<file path="src/rtl/mem_port_arbiter.sv">
// mem_port_arbiter: round-robin two-requester arbiter and sequencer for the shared memory port
module mem_port_arbiter #(
   parameter int MAX_WAIT = 8
) (
   input  logic        clk,
   input  logic        rst_n,
   input  logic        req0,
   input  logic        req1,
   input  logic [31:0] addr0,
   input  logic [31:0] addr1,
   input  logic        we0,
   input  logic        we1,
   input  logic [31:0] wdata0,
   input  logic [31:0] wdata1,
   output logic        gnt0,
   output logic        gnt1,
   output logic        rvalid0,
   output logic        rvalid1,
   output logic [31:0] rdata,
   output logic        err,
   output logic        sel,
   output logic        mem_req,
   output logic [31:0] mem_addr,
   output logic [31:0] mem_wdata,
   output logic        mem_we,
   input  logic        mem_ready,
   input  logic [31:0] mem_rdata
);
   localparam int CW = $clog2(MAX_WAIT + 1);
   typedef enum logic [1:0] {IDLE, BUSY, DONE} state_t;
   state_t state;
   logic last;
   logic win;
   logic timeout;
   logic [CW-1:0] wait_cnt;
   assign win = req1 & (~req0 | ~last);
   assign timeout = wait_cnt == CW'(MAX_WAIT - 1);
   always_ff @(posedge clk or negedge rst_n) begin
      if (!rst_n) begin
         state <= IDLE;
         last <= 1'b1;
         sel <= 1'b0;
         wait_cnt <= '0;
         gnt0 <= 1'b0;
         gnt1 <= 1'b0;
         rvalid0 <= 1'b0;
         rvalid1 <= 1'b0;
         err <= 1'b0;
         rdata <= '0;
         mem_req <= 1'b0;
         mem_addr <= '0;
         mem_wdata <= '0;
         mem_we <= 1'b0;
      end else begin
         gnt0 <= 1'b0;
         gnt1 <= 1'b0;
         rvalid0 <= 1'b0;
         rvalid1 <= 1'b0;
         err <= 1'b0;
         case (state)
            IDLE: if (req0 | req1) begin
               mem_addr <= win ? addr1 : addr0;
               mem_wdata <= win ? wdata1 : wdata0;
               mem_we <= win ? we1 : we0;
               sel <= win;
               last <= win;
               wait_cnt <= '0;
               gnt0 <= ~win;
               gnt1 <= win;
               mem_req <= 1'b1;
               state <= BUSY;
            end
            BUSY: if (mem_ready | timeout) begin
               rdata <= (mem_ready & ~mem_we) ? mem_rdata : '0;
               err <= ~mem_ready;
               rvalid0 <= ~sel;
               rvalid1 <= sel;
               mem_req <= 1'b0;
               state <= DONE;
            end else begin
               wait_cnt <= wait_cnt + CW'(1);
            end
            default: state <= IDLE;
         endcase
      end
   end
endmodule

</file>
<file path="config.mk">
export PLATFORM = sky130hd
export DESIGN_NAME = mem_port_arbiter
export DESIGN_NICKNAME = d
export VERILOG_FILES = /design/src/rtl/mem_port_arbiter.sv
export SDC_FILE = /design/constraint.sdc
export NUM_CORES = 1
export LEC_CHECK = 0
export CORE_MARGIN = 3
export CORE_UTILIZATION = 35
export DETAILED_ROUTE_END_ITERATION = 16
export PLACE_DENSITY = 0.75
export SLEW_MARGIN = 20
export SYNTH_ARGS = -nofsm -noshare
export SYNTH_HDL_FRONTEND = slang
export SYNTH_SLANG_ARGS = --single-unit
</file>
<file path="constraint.sdc">
create_clock -name clk -period 2 [get_ports clk]
set_input_delay 0.4 -clock clk [delete_from_list [all_inputs] [get_ports clk]]
set_output_delay 0.4 -clock clk [all_outputs]
set_load 0.005 [all_outputs]
</file>
==> summary.md, run 1 <==
| Metric | Value |
|---|---|
| Status | finished, final reports clean |
| Syn_nets | 577 |
| Final setup violation count | 0 |
| Area grow syn2layout | 71.0% |
| First-pass GRT wire length | 23.6 mm |
| Placed wire-length estimate | 11.0 mm |
| Clock transition at path regs | 0.07 ns |
| Worst R2R Start | wait_cnt[0] |
| Cell Area, Synth | 0.00466 mm2 |
| Post-synthesis cell type count | 30 |
| Hold Crit Class | input pin to async pin |
| All-Layer GR Usage | 0.204 |
| Drt total wl | 15.2 mm |
| Final net count | 838 |
| # DRC | 0 |
| Pre-antenna DRT Iters | 4 |
| R2r setup slk | 0.30 ns |
| Final hold violation count | 0 |
| Count of input and output buffers | 270 |
| Crit path largest cell delay | 0.55 ns |
| TritonCTS clock tree | done |
| Yosys warning total | 0 |
| Worst-margin pin slew | 0.631 ns |
| Die area | 0.0147 mm2 |
| Gr busiest metal | met2 |
| Max-Cap Viols | 0 |
| CP bufs+invs | 1 |
| Share of cells above drive strength 1 | 0.0548 |
| Chip Width | 121 um |
| Post-CTS Repair Setup Buffers | 0 |
| Crit-path cells | clkdlybuf4s50_1 |
| Num rows | 41 |
| Worst Path Max Fanout | 3 |
| Cells after DPL | 831 |
| Top delay family on crit path | buffers and inverters |
| Vias per inst | 5.01 |
| Slew Limit Fails | 0 |
| Reg2reg path depth | 6 |
| Antenna-violating nets left | 0 |
| Met1 GRT Util | 0.217 |
| Max IR drop VDD | 0.000680 V |
| Inserted Diodes | 0 |
| FF+latch count, synth | 111 |
| Crit path DAT | 1.31 ns |
| Slowest cell on the critical path | clkdlybuf4s50_1 |
| Crit Path Category | flip-flop to output port |
| Post-Place Worst Slack | 0.133 ns |
| Pwr per Cell Area | 1420 mW/mm2 |
| Hold Slack | 0.0844 ns |
| CTS root buf | clkbuf_16 |
| Reg2reg end | rdata[6] |
| Post-CTS sizing | 0 |
| GRT met3 Usage | 0.0751 |
| DRT iter0 DRCs | 198 |
| Seq/Total Area, Yosys | 0.597 |
| Clk sinks | 111 |
| CTS H-tree depth | 3 |
| Vias in the first global route | 4716 |
| Synth Instances | 409 |
| Minimum clock period | 1.71 ns |
| Die Y | 121 um |
| Setup TNS | 0 ns |
| Initial antenna violation count | 0 |
| Ports | 271 |
| Worst Clk Skew | 0.00887 ns |
| Critical path launch point type | flip-flop |
| Max Clk Rate | 0.583 GHz |
| Overall Power | 0.0113 W |
| Vias | 4245 |
| GRT overflow | 0 |
| Worst Setup End Kind | output port |
| Core area | 0.0128 mm2 |
| CTS Buf Count | 9 |
| Final non-filler cell total | 847 |
| Slew headroom | 0.579 |
| Final period util | 0.857 |
| Met2 Resource Use GR | 0.368 |
| Pin count of the biggest net entering global routing | 112 |
| Worst Setup Slack, final | 0.286 ns |
| Leakage | 3.76 nW |
| Routed wire per std cell | 17.9 um |
| RSZ-0062 raised after global routing | no |
| Initial Util | 0.363 |
| CTS Buffer Depth | 2 |
| GP Congestion | 0.755 |
| Filler cells | 1033 |
| Worst path required time | 1.60 ns |
| Hold buffers post-CTS | 0 |
| Syn Area/Cell | 11.4 um2 |
| Clk_lat worst skew | 0.35 ns |
## layer usage
| layer | up-vias | wire length (um) | part of all wire |
|---|---|---|---|
| met3 | 19 | 1580 | 0.10 |
| li1 | 1988 | - | - |
| met2 | 197 | 7820 | 0.52 |
| met4 | 0 | 256 | 0.017 |
| met1 | 2041 | 5500 | 0.36 |
| met5 | - | 0 | 0 |
## cells in the final DEF (no fill, tap or decap), drive strengths merged
master	netlist	final
bufinv	0	2
and3b	1	1
nand2b	2	2
dfstp	1	1
nor3	1	1
ha	1	1
o21ai	37	37
inv	2	2
clkdlybuf4s50	0	269
clkbuf	15	12
a22o	65	65
and3	1	1
a21o	67	67
nor2b	2	2
dfrtp	110	110
buf	17	13
a21oi	2	2
nand2	69	69
and4	1	1
nand3b	1	1
and2	1	1
nor3b	2	2
o21a	1	1
clkinv	0	1
nand3	6	6
nor2	4	4
clkinvlp	0	1
## sequential cells by signal (all words and copies together), names as in the netlist
register,count
mem_we,1
mem_req,1
rdata,32
rvalid0,1
mem_addr,32
gnt0,1
gnt1,1
wait_cnt,4
sel,1
mem_wdata,32
state,2
last,1
err,1
rvalid1,1
## synthesized netlist by cell type
library cell | count | area share
dfrtp_1 | 110 | 0.59
nand2_1 | 69 | 0.056
a21o_1 | 67 | 0.11
a22o_1 | 65 | 0.12
o21ai_1 | 34 | 0.037
clkbuf_1 | 15 | 0.012
buf_2 | 10 | 0.011
nand3_1 | 6 | 0.0064
buf_6 | 5 | 0.012
nor2_1 | 3 | 0.0024
buf_4 | 2 | 0.0032
nand2b_1 | 2 | 0.0027
nor2b_1 | 2 | 0.0027
nor3b_1 | 2 | 0.0032
o21ai_2 | 2 | 0.0038
a21oi_1 | 1 | 0.0011
a21oi_2 | 1 | 0.0019
and2_1 | 1 | 0.0013
and3_4 | 1 | 0.0024
and3b_1 | 1 | 0.0019
and4_1 | 1 | 0.0019
dfstp_2 | 1 | 0.0056
ha_1 | 1 | 0.0027
inv_1 | 1 | 0.00081
inv_2 | 1 | 0.00081
nand3b_1 | 1 | 0.0016
nor2_2 | 1 | 0.0013
nor3_1 | 1 | 0.0011
o21a_1 | 1 | 0.0016
o21ai_0 | 1 | 0.0011
## worst register-to-register path: stages (launching register included)
cell     delay (ns)
dfrtp_1        0.41
ha_1           0.25
and3b_1        0.23
o21ai_4        0.28
buf_12         0.26
nand2_1        0.10
o21ai_1        0.10
## where the power goes
group	total (W)	switching, W	internal (W)
Clock	0.00203	0.000828	0.00120
Combinational	0.00532	0.00201	0.00332
Sequential	0.00393	0.000633	0.00330
## layout make-up
type | count | area (um2) | share of cell area
well taps | 172 | 215 | 0.0270
multi-input cells | 264 | 1720 | 0.216
inverters | 2 | 7.51 | 0.000943
clock inverters | 4 | 76.3 | 0.00958
clock buffers | 12 | 267 | 0.0335
flip-flops and latches | 111 | 2780 | 0.349
repair buffers | 282 | 2900 | 0.364
## cells by family after synthesis
group / count (synthesis) / share of synthesized area
adder cells (fa/ha/maj): 1 / 0.00269
AND/OR/NAND/NOR: 91 / 0.0846
AO/OA/AOI/OAI: 172 / 0.276
flip-flops: 111 / 0.597
buffers and inverters: 34 / 0.0398
## per-stage QoR
step           cell area (um2)   util
2_1_floorplan             4660      -
3_3_place_gp              7620  0.594
3_5_place_dp              7620  0.594
4_1_cts                   7970  0.621
5_1_grt                   7970  0.621
6_report                  7970  0.621
## how the worst max path moves through the flow
stage                     to  depth (start not counted)         from  slack (ns)
6_report              mem_we                          1       mem_we        0.29
4_1_cts               mem_we                          1       mem_we        0.27
2_1_floorplan      rdata[18]                          7  wait_cnt[0]        0.51
3_5_place_dp   mem_wdata[25]                          6         req1        0.13
3_3_place_gp    mem_addr[11]                          6         req1        0.16
5_1_grt            rdata[11]                          6  wait_cnt[0]        0.14
No activity file was read; power rests on OpenSTA's default activity.
==> run 2: changes to the inputs <==
Settings changed: CTS_CLUSTER_DIAMETER set to 120.
==> results of run 2 <==
Same layout as run 1: the final DEF is identical, and so are final timing and power.
==> run 3: changes to the inputs <==
Settings changed: CORE_UTILIZATION 35 to 38, PLACE_DENSITY 0.75 to 0.81.
==> summary.md, run 3 (synthesis results as in run 1) <==
| Metric | Value |
|---|---|
| Status | finished, final reports clean (unchanged) |
| Most frequent cells in the layout | clkdlybuf4s50_1, dfrtp_1, nand2_1, a21o_1, a22o_1 (unchanged) |
| Worst Setup Slack, final | 0.295 ns (was 0.286 ns) |
| Final period util | 0.852 (was 0.857) |
| Filler cells | 887 (was 1033) |
| DRT iter0 DRCs | 291 (was 198) |
| GP Congestion | 0.812 (was 0.755) |
| Worst-margin pin slew | 0.637 ns (was 0.631 ns) |
| Top delay family on crit path | buffers and inverters (unchanged) |
| Biggest registers after layout | mem_addr (32), mem_wdata (32), rdata (32) (unchanged) |
| Worst Path Max Fanout | 3 (unchanged) |
| Drt total wl | 15.4 mm (was 15.2 mm) |
| Post-CTS sizing | 0 (unchanged) |
| Max-Cap Viols | 0 (unchanged) |
| Met2 Resource Use GR | 0.390 (was 0.368) |
| CTS Buffer Depth | 2 (unchanged) |
| All-Layer GR Usage | 0.224 (was 0.204) |
| TritonCTS clock tree | done (unchanged) |
| Final hold violation count | 0 (unchanged) |
| R2r setup slk | 0.34 ns (was 0.30 ns) |
| Worst Clk Skew | 0.00864 ns (was 0.00887 ns) |
| Critical path launch point type | flip-flop (unchanged) |
| Count of input and output buffers | 270 (unchanged) |
| Routed wire per std cell | 18.9 um (was 17.9 um) |
| Slew Limit Fails | 0 (unchanged) |
| Met1 GRT Util | 0.245 (was 0.217) |
| Hold Crit Class | input pin to async pin (unchanged) |
| Vias | 4299 (was 4245) |
| GRT overflow | 0 (unchanged) |
| Initial antenna violation count | 0 (unchanged) |
| Hold buffers post-CTS | 0 (unchanged) |
| Slew headroom | 0.575 (was 0.579) |
| Clk sinks | 111 (unchanged) |
| Leakage | 3.72 nW (was 3.76 nW) |
| Post-CTS Repair Setup Buffers | 0 (unchanged) |
| Worst path required time | 1.60 ns (about the same) |
| Pin count of the biggest net entering global routing | 112 (unchanged) |
| CTS root buf | clkbuf_16 (unchanged) |
| Final net count | 837 (was 838) |
| Final setup violation count | 0 (unchanged) |
| Initial Util | 0.398 (was 0.363) |
| Crit-path cells | clkdlybuf4s50_1 (unchanged) |
| Ports | 271 (unchanged) |
| CP bufs+invs | 1 (unchanged) |
| CTS Buf Count | 9 (unchanged) |
| Vias per inst | 5.26 (was 5.01) |
| Antenna-violating nets left | 0 (unchanged) |
| Chip Width | 117 um (was 121 um) |
| Num rows | 39 (was 41) |
| Post-Place Worst Slack | 0.0777 ns (was 0.133 ns) |
| Core area | 0.0117 mm2 (was 0.0128 mm2) |
| Setup TNS | 0 ns (unchanged) |
| Most common library cell in the layout ignoring fill and taps | clkdlybuf4s50_1 (unchanged) |
| Die Y | 117 um (was 121 um) |
| Overall Power | 0.0110 W (was 0.0113 W) |
| Crit Path Category | flip-flop to output port (unchanged) |
| # DRC | 0 (unchanged) |
| Minimum clock period | 1.70 ns (was 1.71 ns) |
| Max Clk Rate | 0.587 GHz (was 0.583 GHz) |
| CTS H-tree depth | 3 (unchanged) |
| Die area | 0.0136 mm2 (was 0.0147 mm2) |
| Max IR drop VDD | 0.000810 V (was 0.000680 V) |
| Pwr per Cell Area | 1400 mW/mm2 (was 1420 mW/mm2) |
| Clk_lat worst skew | 0.34 ns (was 0.35 ns) |
| Pre-antenna DRT Iters | 4 (unchanged) |
| Gr busiest metal | met2 (unchanged) |
| Worst Setup End Kind | output port (unchanged) |
| RSZ-0062 raised after global routing | no (unchanged) |
| Area grow syn2layout | 68.7% (was 71.0%) |
| GRT met3 Usage | 0.0839 (was 0.0751) |
| Inserted Diodes | 0 (unchanged) |
| Reg2reg end | rdata[12] (was rdata[6]) |
| Vias in the first global route | 4672 (was 4716) |
| Reg2reg path depth | 6 (unchanged) |
| Crit path largest cell delay | 0.55 ns (about the same) |
| Clock transition at path regs | 0.07 ns (about the same) |
| Worst R2R Start | wait_cnt[0] (unchanged) |
| Crit path DAT | 1.30 ns (was 1.31 ns) |
| Share of cells above drive strength 1 | 0.0504 (was 0.0548) |
| Slowest cell on the critical path | clkdlybuf4s50_1 (unchanged) |
| First-pass GRT wire length | 23.7 mm (was 23.6 mm) |
| Placed wire-length estimate | 11.4 mm (was 11.0 mm) |
## run 3: changes by cell type in the layout (fill, tap and decap cells not counted)
cell and delta:
clkbuf_8 -3, clkbuf_1 +2, buf_12 -1, bufinv_16 -1, clkinv_2 +1, clkinvlp_4 +1
## run 3: cell type report
cell class,instances,area (um2),share of cell area
well taps,143,179,0.0228
repair buffers,281,2880,0.367
clock inverters,5,58.8,0.00748
flip-flops and latches,111,2780,0.354
multi-input cells,264,1720,0.219
inverters,2,7.51,0.000955
clock buffers,11,233,0.0296
## run 3: worst max path at each step
stage | start | end | slack, ns | cells after the start
6_report | mem_we | mem_we | 0.30 | 1
3_5_place_dp | req0 | mem_wdata[27] | 0.08 | 5
3_3_place_gp | req0 | mem_wdata[27] | 0.13 | 5
2_1_floorplan | wait_cnt[0] | rdata[18] | 0.51 | 7
4_1_cts | mem_we | mem_we | 0.27 | 1
5_1_grt | wait_cnt[0] | rdata[14] | 0.22 | 6
## run 3: per-layer routing
layer  vias to the layer above  wire length, um
li1                       1985                -
met1                      2072             5690
met2                       209             7650
met3                        33             1640
met4                         0              429
met5                         -                0
## run 3: metrics by stage
step	area (um2)	util	hold slack, ns	cells
global route	7860	0.671	0.145	817
global placement	7570	0.646	0.464	801
floorplan	4660	-	0.104	409
CTS	7860	0.671	0.149	817
finish	7860	0.671	0.0744	817
detailed placement	7570	0.646	0.471	801
## run 3: report_power, final
part	total (W)	switching, W	internal, W
Sequential	0.00394	0.000637	0.00330
Clock	0.00177	0.000795	0.000973
Combinational	0.00532	0.00202	0.00330
